$ cat config.mk
export PLATFORM = sky130hd
export DESIGN_NAME = sample_framer
export DESIGN_NICKNAME = d
export VERILOG_FILES = /design/src/rtl/sample_framer_pkg.sv /design/src/rtl/sample_fifo.sv /design/src/rtl/sample_framer.sv
export SDC_FILE = /design/constraint.sdc
export NUM_CORES = 1
export LEC_CHECK = 0
export CORE_MARGIN = 2
export CORE_UTILIZATION = 35
export DETAILED_ROUTE_END_ITERATION = 8
export PLACE_DENSITY = 0.47
export SLEW_MARGIN = 10
export SYNTH_ARGS = -nofsm -noshare
export SYNTH_HDL_FRONTEND = slang
export SYNTH_SLANG_ARGS = --single-unit
$ cat constraint.sdc
create_clock -name clk_i -period 4.8 [get_ports clk_i]
set_input_delay 0.72 -clock clk_i [delete_from_list [all_inputs] [get_ports clk_i]]
set_output_delay 0.72 -clock clk_i [all_outputs]
set_load 0.1 [all_outputs]
$ cat src/rtl/sample_framer_pkg.sv
// Shared constants and state types for the sample framer.
// Frames start with a fixed two-byte start-of-frame marker.
package sample_framer_pkg;

  localparam logic [7:0] Sof0Byte = 8'hA5;
  localparam logic [7:0] Sof1Byte = 8'h5A;

  typedef enum logic {
    CIdle,
    CRun
  } cap_state_e;

  typedef enum logic [2:0] {
    EIdle,
    ESof0,
    ESof1,
    ECnt,
    EHi,
    ELo
  } emit_state_e;

endpackage

$ cat src/rtl/sample_fifo.sv
// Synchronous 16-bit FIFO with first-word-fall-through read data and flush.
// Pushes while full and pops while empty are ignored; flush wins over both.
module sample_fifo #(
  parameter int unsigned DepthLog2 = 6
) (
  input  logic        clk_i,
  input  logic        rst_n_i,
  input  logic        flush_i,
  input  logic        push_i,
  input  logic [15:0] wdata_i,
  input  logic        pop_i,
  output logic [15:0] rdata_o,
  output logic        full_o,
  output logic        empty_o
);

  localparam int unsigned Depth = 2 ** DepthLog2;

  logic [15:0]        mem_q [Depth];
  logic [DepthLog2:0] wptr_q, wptr_d;
  logic [DepthLog2:0] rptr_q, rptr_d;
  logic               do_push;
  logic               do_pop;

  // Extra pointer MSB distinguishes full from empty when the indices match.
  assign empty_o = (wptr_q == rptr_q);
  assign full_o  = (wptr_q[DepthLog2] != rptr_q[DepthLog2]) &&
                   (wptr_q[DepthLog2-1:0] == rptr_q[DepthLog2-1:0]);
  assign do_push = push_i && !full_o && !flush_i;
  assign do_pop  = pop_i && !empty_o && !flush_i;
  assign rdata_o = mem_q[rptr_q[DepthLog2-1:0]];

  always_comb begin
    wptr_d = wptr_q;
    rptr_d = rptr_q;
    if (flush_i) begin
      wptr_d = '0;
      rptr_d = '0;
    end else begin
      if (do_push) wptr_d = wptr_q + (DepthLog2 + 1)'(1);
      if (do_pop)  rptr_d = rptr_q + (DepthLog2 + 1)'(1);
    end
  end

  always_ff @(posedge clk_i or negedge rst_n_i) begin
    if (!rst_n_i) begin
      wptr_q <= '0;
      rptr_q <= '0;
    end else begin
      wptr_q <= wptr_d;
      rptr_q <= rptr_d;
    end
  end

  always_ff @(posedge clk_i) begin
    if (do_push) mem_q[wptr_q[DepthLog2-1:0]] <= wdata_i;
  end

endmodule

$ cat src/rtl/sample_framer.sv
// Captures one chirp's worth of decimated samples and streams them as a framed
// byte sequence (SOF, frame count, 16-bit samples MSB-first) over valid/ready.
module sample_framer
  import sample_framer_pkg::*;
#(
  parameter int unsigned DW                = 14,
  parameter int unsigned SAMPLES_PER_FRAME = 1024,
  parameter int unsigned SPF_WIDTH         = 10,
  parameter int unsigned FIFO_DEPTH_LOG2   = 6
) (
  input  logic          clk_i,
  input  logic          rst_n_i,
  input  logic          ce_i,
  input  logic [DW-1:0] di_i,
  input  logic          di_valid_i,
  input  logic          chirp_start_i,
  output logic [7:0]    byte_o,
  output logic          byte_valid_o,
  input  logic          byte_ready_i,
  output logic          frame_done_o,
  output logic          busy_o,
  output logic          overflow_o
);

  localparam logic [SPF_WIDTH-1:0] LastIdx = SPF_WIDTH'(SAMPLES_PER_FRAME - 1);

  cap_state_e           cap_q, cap_d;
  emit_state_e          emit_q, emit_d;
  logic [SPF_WIDTH-1:0] cap_cnt_q, cap_cnt_d;
  logic [SPF_WIDTH-1:0] emit_cnt_q, emit_cnt_d;
  logic [SPF_WIDTH-1:0] cap_idx;
  logic [7:0]           byte_q, byte_d;
  logic                 valid_q, valid_d;
  logic                 done_q, done_d;
  logic                 ovf_q, ovf_d;
  logic [7:0]           frame_cnt_q, frame_cnt_d;

  logic        fifo_push, fifo_pop, fifo_flush;
  logic        fifo_full, fifo_empty;
  logic [15:0] fifo_rdata;
  logic [15:0] sample_ext;
  logic        start;
  logic        xfer;
  logic        write;
  logic        ovf_evt;

  assign sample_ext = 16'($signed(di_i));
  assign start      = chirp_start_i && (cap_q == CIdle) && (emit_q == EIdle);
  assign xfer       = valid_q && byte_ready_i;
  // A sample coinciding with the arming chirp is sample 0 of the frame.
  assign write      = di_valid_i && ((cap_q == CRun) || start);
  assign ovf_evt    = ce_i && write && fifo_full;

  sample_fifo #(
    .DepthLog2(FIFO_DEPTH_LOG2)
  ) u_fifo (
    .clk_i  (clk_i),
    .rst_n_i(rst_n_i),
    .flush_i(fifo_flush),
    .push_i (fifo_push),
    .wdata_i(sample_ext),
    .pop_i  (fifo_pop),
    .rdata_o(fifo_rdata),
    .full_o (fifo_full),
    .empty_o(fifo_empty)
  );

  always_comb begin
    cap_d       = cap_q;
    cap_cnt_d   = cap_cnt_q;
    emit_d      = emit_q;
    emit_cnt_d  = emit_cnt_q;
    byte_d      = byte_q;
    valid_d     = valid_q;
    done_d      = 1'b0;
    ovf_d       = ovf_q;
    frame_cnt_d = frame_cnt_q;
    fifo_push   = 1'b0;
    fifo_pop    = 1'b0;
    fifo_flush  = 1'b0;
    cap_idx     = cap_cnt_q;

    if (!ce_i) begin
      cap_d      = CIdle;
      emit_d     = EIdle;
      valid_d    = 1'b0;
      byte_d     = 8'h00;
      fifo_flush = 1'b1;
    end else begin
      if (start) begin
        cap_d     = CRun;
        cap_cnt_d = '0;
        cap_idx   = '0;
      end
      if (write) begin
        if (fifo_full) begin
          ovf_d      = 1'b1;
          cap_d      = CIdle;
          fifo_flush = 1'b1;
        end else begin
          fifo_push = 1'b1;
          cap_cnt_d = cap_idx + SPF_WIDTH'(1);
          if (cap_idx == LastIdx) cap_d = CIdle;
        end
      end

      // Abort drops any pending byte; a byte transferring this cycle still completes.
      if (ovf_evt) begin
        emit_d      = EIdle;
        valid_d     = 1'b0;
        byte_d      = 8'h00;
        frame_cnt_d = frame_cnt_q + 8'd1;
      end else begin
        unique case (emit_q)
          EIdle: begin
            if (start) begin
              emit_d     = ESof0;
              emit_cnt_d = '0;
              byte_d     = Sof0Byte;
              valid_d    = 1'b1;
            end
          end
          ESof0: begin
            if (xfer) begin
              emit_d = ESof1;
              byte_d = Sof1Byte;
            end
          end
          ESof1: begin
            if (xfer) begin
              emit_d = ECnt;
              byte_d = frame_cnt_q;
            end
          end
          ECnt: begin
            if (xfer) begin
              emit_d  = EHi;
              valid_d = !fifo_empty;
              byte_d  = fifo_empty ? 8'h00 : fifo_rdata[15:8];
            end
          end
          EHi: begin
            if (!valid_q) begin
              if (!fifo_empty) begin
                valid_d = 1'b1;
                byte_d  = fifo_rdata[15:8];
              end
            end else if (xfer) begin
              // Low byte is latched here, so the head entry can be released now.
              emit_d   = ELo;
              byte_d   = fifo_rdata[7:0];
              fifo_pop = 1'b1;
            end
          end
          ELo: begin
            if (xfer) begin
              if (emit_cnt_q == LastIdx) begin
                emit_d      = EIdle;
                valid_d     = 1'b0;
                byte_d      = 8'h00;
                done_d      = 1'b1;
                frame_cnt_d = frame_cnt_q + 8'd1;
              end else begin
                emit_d     = EHi;
                emit_cnt_d = emit_cnt_q + SPF_WIDTH'(1);
                valid_d    = !fifo_empty;
                byte_d     = fifo_empty ? 8'h00 : fifo_rdata[15:8];
              end
            end
          end
          default: begin
            emit_d  = EIdle;
            valid_d = 1'b0;
            byte_d  = 8'h00;
          end
        endcase
      end
    end
  end

  always_ff @(posedge clk_i or negedge rst_n_i) begin
    if (!rst_n_i) begin
      cap_q       <= CIdle;
      emit_q      <= EIdle;
      cap_cnt_q   <= '0;
      emit_cnt_q  <= '0;
      byte_q      <= 8'h00;
      valid_q     <= 1'b0;
      done_q      <= 1'b0;
      ovf_q       <= 1'b0;
      frame_cnt_q <= 8'h00;
    end else begin
      cap_q       <= cap_d;
      emit_q      <= emit_d;
      cap_cnt_q   <= cap_cnt_d;
      emit_cnt_q  <= emit_cnt_d;
      byte_q      <= byte_d;
      valid_q     <= valid_d;
      done_q      <= done_d;
      ovf_q       <= ovf_d;
      frame_cnt_q <= frame_cnt_d;
    end
  end

  assign byte_o       = byte_q;
  assign byte_valid_o = valid_q;
  assign frame_done_o = done_q;
  assign overflow_o   = ovf_q;
  assign busy_o       = (cap_q != CIdle) || (emit_q != EIdle);

endmodule

; Yosys cells after proc, flatten, opt, wreduce, memory -nomap -nowiden
; Memories as Yosys holds them, arrays and structs flattened.
; Index checks and enable logic that the tools add are counted.
[word_totals]
register_bits = 57
mem_bits_rw = 1024
input_bits = 20
output_inout_bits = 12
word_cells = 145
mem_count = 1
[memory_table]
columns = name, words, width, read_ports, rd_clocked_by_memory_dff, write_ports, line_no
row1 = u_fifo.mem_q, 64, 16, 1, 0, 1, sample_fifo.sv:19  ; logic [15:0] mem_q [Depth];
[classes]
n_addsub = 5
eq_ne = 23
mux = 72
n_bitwise = 2
n_reduce_logical = 31
[ops]
columns = cell, count
row1 = $mux W8, 16
row2 = $mux W10, 7
row3 = $pmux W8 S6, 1
row4 = $mux W1, 31
row5 = $mux W3, 10
row6 = $mux W7, 4
row7 = $ne A4 B4 Y1 const B, 7
row8 = $add A10 B1 Y10 const B, 2
row9 = $eq A10 B10 Y1 const B, 2
row10 = $pmux W10 S2, 1
row11 = $pmux W3 S6, 1
row12 = $add A7 B1 Y7 const B, 2
row13 = $reduce_and A7 Y1, 2
row14 = $reduce_bool A2 Y1, 6
row15 = $logic_and A1 B1 Y1, 11
row16 = $ne A5 B5 Y1 const B, 2
row17 = $add A8 B1 Y8 const B, 1
row18 = $reduce_and A4 Y1, 2
row19 = $eq A7 B7 Y1, 1
row20 = $eq A3 B2 Y1 const B, 2
row21 = $eq A3 B3 Y1 const B, 2
row22 = $eq A6 B6 Y1, 1
row23 = $ne A2 B2 Y1 const B, 3
row24 = $reduce_and A6 Y1, 1
row25 = 11 further kinds, 15

; Longest topological paths before layout
; Gate-level depths: netlist of run 1.
[logic_depth]
depth_word = 13
mapped_depth = 11
mapped_depth_nobuf = 9

; Hierarchy
; Synthesis of run 1 repeated with hierarchy kept, for this count alone.
[hier_totals]
hier_cells = 2239
hier_area_um2 = 43001.2
[by_module_without_submodules]
columns = mod, n_inst, cells_each, area_per_inst_um2, seq_area_each_um2
row1 = sample_fifo, 1, 1951, 40392.5, 31099.8
row2 = sample_framer, 1, 288, 2608.8, 1076.0

; Worst setup path before layout of run 1
; No wires, ideal clock.
[synth_path]
path_type = input -> register
startpoint = in chirp_start_i
endpoint = mem u_fifo.mem_q[26][0], enable pin
setup_time_ns = 0.384
t_arrival_ns = 2.657
required_time_ns = 4.416
slack_ns = 1.759
path_stages = 7
n_path_buf = 0
cell_sequence = nor4b_2 -> o21ai_0 -> a31oi_1 -> nand2_1 -> nor2_1 -> nand3b_1 -> nor2_1
[synth_between]
elab_chain_cells = 10
word_cells_on_any_way = 13
cone_classes = 6 x mux / 7 x reduce/logical
[synth_lines]
columns = element, line_no
row1 = from (decl), sample_framer.sv:16  ; input logic chirp_start_i,
row2 = $logic_and A1 B1 Y1 (*) (2 in series), sample_framer.sv:48  ; assign start = chirp_start_i && (cap_q == CIdle) && (emit_q == EIdle);
row3 = $logic_or A1 B1 Y1 (*), sample_framer.sv:51  ; assign write = di_valid_i && ((cap_q == CRun) || start);
row4 = $logic_and A1 B1 Y1 (*), sample_framer.sv:51
row5 = $mux W1, sample_framer.sv:95  ; if (write) begin
row6 = $mux W1, sample_framer.sv:83  ; if (!ce_i) begin
row7 = $logic_and A1 B1 Y1 or $logic_not A1 Y1 (tied branches), sample_fifo.sv:29  ; assign do_push = push_i && !full_o && !flush_i;
row8 = $logic_and A1 B1 Y1 (*), sample_fifo.sv:29
row9 = $mux W1 (*), sample_fifo.sv:56  ; if (do_push) mem_q[wptr_q[DepthLog2-1:0]] <= wdata_i;
row10 = $mux W1 (not written as such) (*), sample_fifo.sv:56
row11 = to (decl), sample_fifo.sv:19
; Every way passes the cells marked *; elsewhere a longest branch is shown, timed or not.

; Final worst setup path of run 1
[layout_path]
startpoint = reg emit_q[2]
endpoint = out busy_o
[layout_between]
elab_chain_cells = 2
[layout_lines]
columns = element, line_no
row1 = from (decl), sample_framer.sv:28  ; emit_state_e emit_q, emit_d;
row2 = from (signal assigned), sample_framer.sv:184  ; emit_q <= EIdle;
row3 = from (signal assigned), sample_framer.sv:194  ; emit_q <= emit_d;
row4 = $reduce_bool A3 Y1, sample_framer.sv:209  ; assign busy_o = (cap_q != CIdle) || (emit_q != EIdle);
row5 = $logic_or A1 B1 Y1, sample_framer.sv:209
row6 = to (decl), sample_framer.sv:21  ; output logic busy_o,
; Every way passes these cells.

==> out/summary.txt, run 1 <==
Reg2reg end: byte_o[3]
Clk_lat worst skew: 0.67 ns
Die Width: 332 um
Area after DPL: 40200 um2
Relative slew slack: 0.254
Min-Delay Path Class: in -> async
RSZ-0062 raised after global routing: no
Synth warn: 0
Arr. time, crit path: 2.98 ns
Core ar.: 107000 um2
Syn_nets: 1980
Crit. End Element: output pin
Die ar.: 110000 um2
Setup TNS: 0 ns
CP startpoint kind: register
DP Wirelength: 67200 um
Wirelength per Cell: 29.6 um
Max-Cap Viols: 0
Vias/cell: 5.46
Initial Utilization: 0.352
Final Cell Area: 43500 um2
Cell variety after synth: 73
Pleak: 13.6 nW
Congestion Overflow GR: 0
Top_reg_cell synth: edfxtp_1
Layout area overhead: 15.4%
Clock skew: 0.0259 ns
FILL cells: 9576
H-tree depth: 3
Worst Path Max Fanout: 19
Register-to-Register Path Depth: 7
Commonest non-fill, non-tap cells in the layout: edfxtp_1, mux4_2, buf_4
Via count: 19700
Status: completed
Share of cells above drive strength 1: 0.233
Mapped cell area: 37700 um2
Number of DRC violations after detailed-routing iteration 0: 1881
Hold_buf cts: 0
CTS tree: done
Io pins: 32
Total clock sinks: 953
Post-route clock period utilization: 0.771
Hold Fails Final Rpt: 0
Seq. cell area: 28300 um2
Routability cong.: 0.855
DRT antenna net count: 0
Nets: 2147
Worst-Margin Slew: 1.12 ns
Die H: 332 um
Peak supply drop: 271 uV
Routed WL: 107000 um
Critical path type: reg -> out
Sequential share of the synthesized area: 0.752
Crit path required time: 4.08 ns
R2r startpoint: u_fifo.rptr_q[0]
Flop2flop setup slack: 1.24 ns
Final Max Tran Viols: 0
Resized cells post-CTS: 0
Tmin final: 3.70 ns
Num rows: 120
Clock Path Buffers: 3
Most common cell after layout, fill and taps aside: edfxtp_1
Peak Freq: 270 MHz
Number of CTS-inserted buffers: 101
Synth Area per Inst: 19.3 um2
Number of remaining DRC errors: 0
Clk pin slew, worst setup/hold paths: 0.06 ns
TritonRoute pass-1 iters: 5
Vias in the first global route: 20100
Synth Register Bits: 953
Input/output buffers: 31
CTS Root Cell: clkbuf_16
Largest net degree at the start of global routing: 82
PwrDens: 395 nW/um2
Antenna violations before repair: 4
Post-CTS setup-driven buffer insertion count: 0
Multi-input combinational cell area: 8700 um2
Setup-failing EPs final: 0
GR Util All Layers: 0.193
Asr flop ratio synth: 0.0598
Post-Syn Instances: 1955
First-pass GRT wire length: 152000 um
EDFF count, synth: 896
## logic make-up after synthesis
logic type               after synthesis  synth area share
adder cells (fa/ha/maj)                5           0.00166
multiplexers                         283             0.136
flip-flops                           953             0.752
AND/OR/NAND/NOR                      316            0.0400
AO/OA/AOI/OAI                        254            0.0464
XOR/XNOR                              27           0.00628
buffers and inverters                117            0.0170
## critical path, cell delays in order (launching register included)
cell and delay [ns]:
dfrtp_1 0.59, nor3_1 0.59, nand2b_1 0.13, clkdlybuf4s50_1 0.99
## layer usage
| layer | vias up | track usage | part of all wire |
|---|---|---|---|
| li1 | 8363 | - | - |
| met4 | 0 | 0.0487 | 0.024 |
| met1 | 10500 | 0.274 | 0.44 |
| met5 | - | 0 | 0 |
| met2 | 672 | 0.312 | 0.48 |
| met3 | 126 | 0.0295 | 0.053 |
## per-stage QoR
step           hold WS [ns]  power [mW]  instances  setup WS [ns]   util
2_1_floorplan         0.424        9.46       1955           1.76      -
3_3_place_gp          0.441        9.73       3422           1.01  0.376
3_5_place_dp          0.457        9.74       3422          0.932  0.376
4_1_cts              0.0143        17.4       3610           1.01  0.406
5_1_grt              0.0544        17.7       3610          0.930  0.406
6_report             0.0472        17.2       3611           1.10  0.407
## cells in the mapped netlist, types with 3 or more instances
cell       number  area (um2)
inv_1           5        18.8
and3_1         13        81.3
nor2b_1         9        56.3
o22ai_1        16         100
mux2_2          4        45.0
or3_1           4        25.0
a22o_1          8        70.1
nand4_1         8        50.1
mux4_2        183        4120
a21oi_1        45         225
o221ai_1       20         175
o311ai_0        3        26.3
nand2b_1        9        56.3
o21ai_0        52         260
nand3_1        18        90.1
a31oi_1        11        68.8
nor3_1         19        95.1
xor2_1         16         140
a22oi_1        33         248
ha_1            5        62.6
dfrtp_1        57        1430
buf_1           5        18.8
a221oi_1        8        70.1
a211oi_1       18         135
buf_4           9        67.6
nand4b_1        3        26.3
a21o_1          3        22.5
buf_2          39         195
o21a_1          3        22.5
nor2_1        122         458
o31ai_1         5        37.5
clkbuf_1       41         154
edfxtp_1      896       26900
a2111oi_0       3        26.3
nand3b_1        8        60.1
nor4_1          5        31.3
buf_6          16         180
mux2i_1        96         961
nand2_1        79         297
xnor2_1        11        96.3
and2_1          6        37.5
a221o_1         3        30.0
## how the worst max path moves through the flow
stage             startpoint  cells past startpoint             endpoint  slack (ns)
2_1_floorplan  chirp_start_i                      7  u_fifo.mem_q[26][0]        1.76
3_3_place_gp   chirp_start_i                      9  u_fifo.mem_q[47][2]        1.01
3_5_place_dp   chirp_start_i                      9  u_fifo.mem_q[47][2]        0.93
4_1_cts            emit_q[2]                      3               busy_o        1.01
5_1_grt            emit_q[2]                      3               busy_o        0.93
6_report           emit_q[2]                      3               busy_o        1.10
## power breakdown
group          internal [mW]  switching [mW]  total [mW]
Clock                   4.39            3.24        7.63
Sequential              9.11          0.0299        9.14
Combinational         0.0736           0.335       0.408
Total                   13.6            3.60        17.2
## cell type report
type / instances / share of cell area
clock inverter: 58 / 0.0125
sequential: 953 / 0.652
clock buffer: 130 / 0.0618
antenna: 1 / 0.0000576
inverter: 7 / 0.000605
timing repair buffer: 174 / 0.0322
multi-input combinational: 885 / 0.200
tap: 1403 / 0.0404
## sequential cells by signal (all words and copies together), names as in the netlist
name,count
u_fifo.wptr_q,7
u_fifo.mem_q,896
cap_q,1
frame_cnt_q,8
emit_cnt_q,10
overflow_o,1
frame_done_o,1
cap_cnt_q,10
u_fifo.rptr_q,7
emit_q,3
byte_o,8
byte_valid_o,1
Power figures use the tool's default switching activity.
==> run 2: changes to the inputs <==
--- a/config.mk
+++ b/config.mk
@@ -8,7 +8,7 @@
 export CORE_MARGIN = 2
 export CORE_UTILIZATION = 35
 export DETAILED_ROUTE_END_ITERATION = 8
-export PLACE_DENSITY = 0.47
+export PLACE_DENSITY = 0.49
 export SLEW_MARGIN = 10
 export SYNTH_ARGS = -nofsm -noshare
 export SYNTH_HDL_FRONTEND = slang
==> constraint.sdc (replaced) <==
create_clock -name clk_i -period 3.1 [get_ports clk_i]
set_input_delay 0.465 -clock clk_i [delete_from_list [all_inputs] [get_ports clk_i]]
set_output_delay 0.465 -clock clk_i [all_outputs]
set_load 0.1 [all_outputs]
==> run 2 against run 1 <==
  * Sequential power up 54%
  * Worst setup slack got worse by 1.0 ns
  * Critical endpoint is now byte_o[1]
  * Largest cell class unchanged
  * Register-to-register slack got worse by 1.1 ns
  * Final area up 3.4%
  * Non-clock buffer count is 111 higher
  * Sequential share of layout area down 2.1 points
  * Cell count is 3.0% higher
  * Core utilization is 1.4 points higher
  * Global-route usage about the same
==> out/summary.txt, run 2 (same netlist as run 1, synthesis figures left out) <==
PwrDens: 598 nW/um2 (+51%)
First-pass GRT wire length: 154000 um (+1.3%)
WHS: 0.255 ns (+0.208 ns)
Setup-failing EPs final: 0 (unchanged)
Peak Freq: 332 MHz
Share of cells above drive strength 1: 0.276 (+0.0424)
Slowest CP cell: dfrtp_4
Number of remaining DRC errors: 0 (unchanged)
Worst-Margin Slew: 0.926 ns (-0.193 ns)
Post-route clock period utilization: 0.971
Peak supply drop: 442 uV (+63%)
Die H: 332 um (unchanged)
CP peak stage delay: 0.57 ns (-0.42 ns)
Clock skew: 0.0236 ns (-0.00231 ns)
CP startpoint kind: register
Clk_lat worst skew: 0.67 ns (about the same)
Vias in the first global route: 20500 (+1.9%)
Pleak: 14.4 nW (+5.6%)
Core ar.: 107000 um2 (unchanged)
GR Util All Layers: 0.193 (+0.000240)
Final Cell Area: 44900 um2 (+3.4%)
Worst path bufs/invs: 3 (+2)
Nets: 2256 (+5.1%)
Num rows: 120 (unchanged)
Initial Utilization: 0.352 (unchanged)
Critical path type: reg -> reg
Routability cong.: 0.851 (-0.49%)
Routed WL: 107000 um (-0.16%)
Max reg flops: 896 (unchanged)
Vias/cell: 5.40 (-1.0%)
Total power: 26.9 mW (+56%)
Hold Path Stages: 1
Status: completed
Crit. End Element: register
Setup TNS: 0 ns (unchanged)
Family with the most delay on the worst path: multiplexers
RSZ-0062 raised after global routing: no
Die Width: 332 um (unchanged)
Worst Path Max Fanout: 16 (-3)
Wirelength per Cell: 28.7 um (-3.1%)
Hold Fails Final Rpt: 0 (unchanged)
Input/output buffers: 31 (unchanged)
Seq. cell area: 28300 um2 (unchanged)
TritonRoute pass-1 iters: 5 (unchanged)
Multi-input combinational cell area: 8740 um2 (+0.46%)
Min-Delay Path Class: in -> reg
Number of CTS-inserted buffers: 99 (-2.0%)
Commonest non-fill, non-tap cells in the layout: edfxtp_1, buf_4, mux4_2
Register-to-Register Path Depth: 9 (+2)
FILL cells: 9454 (-1.3%)
Via count: 20100 (+2.0%)
Total clock sinks: 953 (unchanged)
Die ar.: 110000 um2 (unchanged)
Clk pin slew, worst setup/hold paths: 0.06 ns (about the same)
Area after DPL: 41600 um2 (+3.4%)
Layout area overhead: 19.3%
CTS Root Cell: clkbuf_16
CTS tree: done
Tmin final: 3.01 ns
Largest net degree at the start of global routing: 65 (-21%)
Number of DRC violations after detailed-routing iteration 0: 2265 (+20%)
Max-Cap Viols: 0 (unchanged)
Most common cell after layout, fill and taps aside: edfxtp_1
Final Max Tran Viols: 0 (unchanged)
DP Wirelength: 69300 um (+3.1%)
DRT antenna net count: 0 (unchanged)
Arr. time, crit path: 3.57 ns (+0.59 ns)
Antenna violations before repair: 6 (+2)
Crit path required time: 3.66 ns (-0.42 ns)
Clock Path Buffers: 3 (unchanged)
Levels on crit path: 9 (+6)
Crit path cell chain: buf_12, buf_12, mux4_2, mux2i_1, o21ai_0, nor3_1, buf_4, nor3_1, a221o_1
Io pins: 32 (unchanged)
H-tree depth: 3 (unchanged)
Relative slew slack: 0.383 (+0.129)
Congestion Overflow GR: 0 (unchanged)
-- run 2: cell types whose count changed in the layout (fill, tap and decap cells not counted), sizes merged --
cell           change
dlygate4sd3        +1
buf              +122
bufinv             +4
clkdlybuf4s50     -12
diode              +1
inv                -3
clkbuf             -5
-- run 2: worst paths after layout --
path,start,to,slack (ns)
max in group asynchronous,rst_n_i,emit_cnt_q[4],1.86
min reg2reg,cap_cnt_q[0],cap_cnt_q[0],0.49
max,u_fifo.rptr_q[0],byte_o[1],0.09
min in group asynchronous,rst_n_i,emit_cnt_q[5],0.44
min,di_i[10],u_fifo.mem_q[23][10],0.26
max reg2reg,u_fifo.rptr_q[0],byte_o[1],0.09
-- run 2: power breakdown --
part	leakage [nW]	switching, mW	internal, mW	total (mW)
registers	8.83	0.0358	14.1	14.1
logic	3.97	0.534	0.149	0.683
clock network	1.59	5.01	7.01	12.0
total	14.4	5.58	21.3	26.9
-- run 2: through the flow --
| step | cells | utilization | setup WS (ns) |
|---|---|---|---|
| after floorplan | 1955 | - | 0.194 |
| after global placement | 3531 | 0.389 | -0.396 |
| after detailed placement | 3531 | 0.389 | -0.457 |
| after CTS | 3716 | 0.420 | 0.0129 |
| after global routing | 3717 | 0.420 | 0.00127 |
| final | 3719 | 0.420 | 0.0907 |
-- run 2: layer usage --
metal	vias up	global-route usage	part of all wire	wire, um
met1	10700	0.279	0.44	47400
met2	680	0.312	0.48	51400
met5	-	0	0.00012	13
met4	2	0.0484	0.023	2410
li1	8601	-	-	-
met3	136	0.0230	0.051	5420
-- run 2: area by class of cell --
type,count,share of cell area
flip-flops and latches,953,0.631
multi-input cells,885,0.194
repair buffers,285,0.0623
clock buffers,125,0.0585
well taps,1403,0.0391
clock inverters,59,0.0141
inverters,7,0.000585
diodes,2,0.000111
-- run 2: worst reg2reg max path, delay by kind of cell, from the launching register on --
family          cells  cell delay (ns)
simple gates        2             0.34
mux                 2             0.83
flops               1             0.57
buf+inv             3             0.61
compound gates      2             0.54
-- run 2: timing repair --
item / in CTS / in global routing
setup endpoints to repair: 2 / 6
endpoints found under the hold margin: 29 / 0
resized for setup: 5 / 3
hold buffers: 1 / 0
buffers inserted: 0 / 1
==> run 3: changes to the inputs <==
--- a/config.mk
+++ b/config.mk
@@ -5,10 +5,11 @@
 export SDC_FILE = /design/constraint.sdc
 export NUM_CORES = 1
 export LEC_CHECK = 0
+export CORE_ASPECT_RATIO = 0.5
 export CORE_MARGIN = 2
-export CORE_UTILIZATION = 35
+export CORE_UTILIZATION = 30
 export DETAILED_ROUTE_END_ITERATION = 8
-export PLACE_DENSITY = 0.49
+export PLACE_DENSITY = 0.43
 export SLEW_MARGIN = 10
 export SYNTH_ARGS = -nofsm -noshare
 export SYNTH_HDL_FRONTEND = slang
==> run 3 against run 2 <==
  * Clock skew rose by 0.0034 ns
  * Non-clock buffer count rose by 12
  * Final area rose by 0.45%
  * Combinational power rose by 2%
  * Critical path depth did not move
  * Wire length rose by 7.1%
  * Worst setup slack improved by 0.029 ns
  * Maximum frequency rose by 0.98%
  * Highest routed layer is now met4
==> out/summary.txt, run 3 (same netlist as run 1, synthesis figures left out) <==
Clk pin slew, worst setup/hold paths: 0.07 ns (about the same)
Final Cell Area: 45100 um2 (+0.45%)
Vias in the first global route: 20100 (-1.7%)
PwrDens: 580 nW/um2 (-2.9%)
Total clock sinks: 953 (unchanged)
Setup-failing EPs final: 0 (unchanged)
H-tree depth: 3 (unchanged)
Arr. time, crit path: 3.56 ns (about the same)
Min-Delay Path Class: in -> reg
Input/output buffers: 31 (unchanged)
Max reg flops: 896 (unchanged)
Core ar.: 124000 um2 (+16%)
Pre-CTS WS: -0.180 ns (+0.277 ns)
Die H: 255 um (-23%)
Via count: 20300 (+0.87%)
Relative slew slack: 0.313 (-0.0700)
Setup TNS: 0 ns (unchanged)
Post-CTS setup-driven buffer insertion count: 0 (unchanged)
Area after DPL: 42100 um2 (+1.3%)
FILL cells: 11600 (+22%)
Pleak: 14.3 nW (-0.52%)
Worst Path Max Fanout: 12 (-4)
GR Util All Layers: 0.178 (-0.0156)
Post-route clock period utilization: 0.961 (-0.00945)
First-pass GRT wire length: 160000 um (+4.1%)
Worst-Margin Slew: 1.03 ns (+0.105 ns)
Commonest non-fill, non-tap cells in the layout: edfxtp_1, buf_4, mux4_2
Nets: 2261 (+0.22%)
Layout area overhead: 19.9%
Tmin final: 2.98 ns (-0.0293 ns)
Status: completed
Die ar.: 129000 um2 (+17%)
Fin cells: 3989 (+7.3%)
Dpl cells: 3815 (+8.0%)
Routed WL: 114000 um (+7.1%)
DRT antenna net count: 0 (unchanged)
Number of DRC violations after detailed-routing iteration 0: 2176 (-3.9%)
Clk_lat worst skew: 0.70 ns (+0.03 ns)
Crit. End Element: register
Peak supply drop: 395 uV (-11%)
Most common cell after layout, fill and taps aside: edfxtp_1
Largest net degree at the start of global routing: 65 (unchanged)
CTS tree: done
Hold Fails Final Rpt: 0 (unchanged)
Io pins: 32 (unchanged)
Clock skew: 0.0270 ns (+0.00343 ns)
Crit path required time: 3.68 ns (+0.02 ns)
Wirelength per Cell: 28.6 um (-0.15%)
Num rows: 91 (-24%)
Max-Cap Viols: 0 (unchanged)
Clock Path Buffers: 3 (unchanged)
CTS Root Cell: clkbuf_16
Vias/cell: 5.08 (-6.0%)
Routability cong.: 0.841 (-1.2%)
Congestion Overflow GR: 0 (unchanged)
Final Max Tran Viols: 0 (unchanged)
Peak Freq: 336 MHz (+0.98%)
Initial Utilization: 0.304 (-0.0483)
RSZ-0062 raised after global routing: no
Die Width: 505 um (+52%)
DP Wirelength: 74900 um (+8.1%)
TritonRoute pass-1 iters: 5 (unchanged)
Number of CTS-inserted buffers: 92 (-7.1%)
CP startpoint kind: register
Critical path type: reg -> reg
PnR worst setup slack: 0.120 ns (+0.0293 ns)
Number of remaining DRC errors: 0 (unchanged)
Share of cells above drive strength 1: 0.279 (+0.00283)
Antenna violations before repair: 6 (unchanged)
## run 3: per-layer routing
layer | vias to the layer above | global-route usage | routed length [um]
li1 | 8593 | - | -
met1 | 10900 | 0.276 | 56400
met2 | 624 | 0.253 | 48400
met3 | 119 | 0.0378 | 7470
met4 | 0 | 0.0364 | 1910
met5 | - | 0 | 0
## run 3: area by class of cell
class                      count  area, um2  area share
antenna                        3       7.51    0.000166
clock buffer                 105       2390      0.0530
clock inverter                65        581      0.0129
inverter                       7       26.3    0.000582
multi-input combinational    885       8720       0.193
sequential                   953      28300       0.628
tap                         1674       2090      0.0464
timing repair buffer         297       2970      0.0658
## run 3: path summary, 6_finish.rpt
kind	cells past startpoint	from	endpoint	slack [ns]
min	1	di_i[6]	u_fifo.mem_q[54][6]	0.28
max	9	u_fifo.rptr_q[0]	byte_o[3]	0.12
max in group asynchronous	3	rst_n_i	u_fifo.rptr_q[2]	1.83
min in group asynchronous	2	rst_n_i	cap_cnt_q[6]	0.51
max reg2reg	9	u_fifo.rptr_q[0]	byte_o[3]	0.12
min reg2reg	1	emit_cnt_q[9]	emit_cnt_q[9]	0.48
## run 3: metrics by stage
step,total power [mW],util,hold WS (ns)
after floorplan,14.6,-,0.169
after global placement,15.1,0.340,0.468
after detailed placement,15.1,0.340,0.463
after CTS,26.5,0.364,0.261
after global routing,27.0,0.364,0.281
final,26.2,0.364,0.281
## run 3: worst max-delay path: stages, from the launching register on
cell       delay, ns
dfrtp_4         0.46
buf_12          0.16
buf_4           0.29
mux4_2          0.57
mux2i_1         0.28
nor2_1          0.18
a2111oi_2       0.43
buf_4           0.18
nor4_1          0.04
a221o_1         0.26
## run 3: report_power, final
part	switching (mW)	internal, mW	leakage (nW)	total [mW]
combinational	0.545	0.152	4.03	0.696
sequential	0.0410	14.1	8.83	14.1
clock	5.03	6.31	1.46	11.3
total	5.61	20.6	14.3	26.2
## run 3: repair_timing
item,4_1_cts,5_1_grt
endpoints found under the hold margin,40,0
gates resized for setup,3,3
cloned,0,0
setup endpoints to repair,2,3
hold buffers,1,0
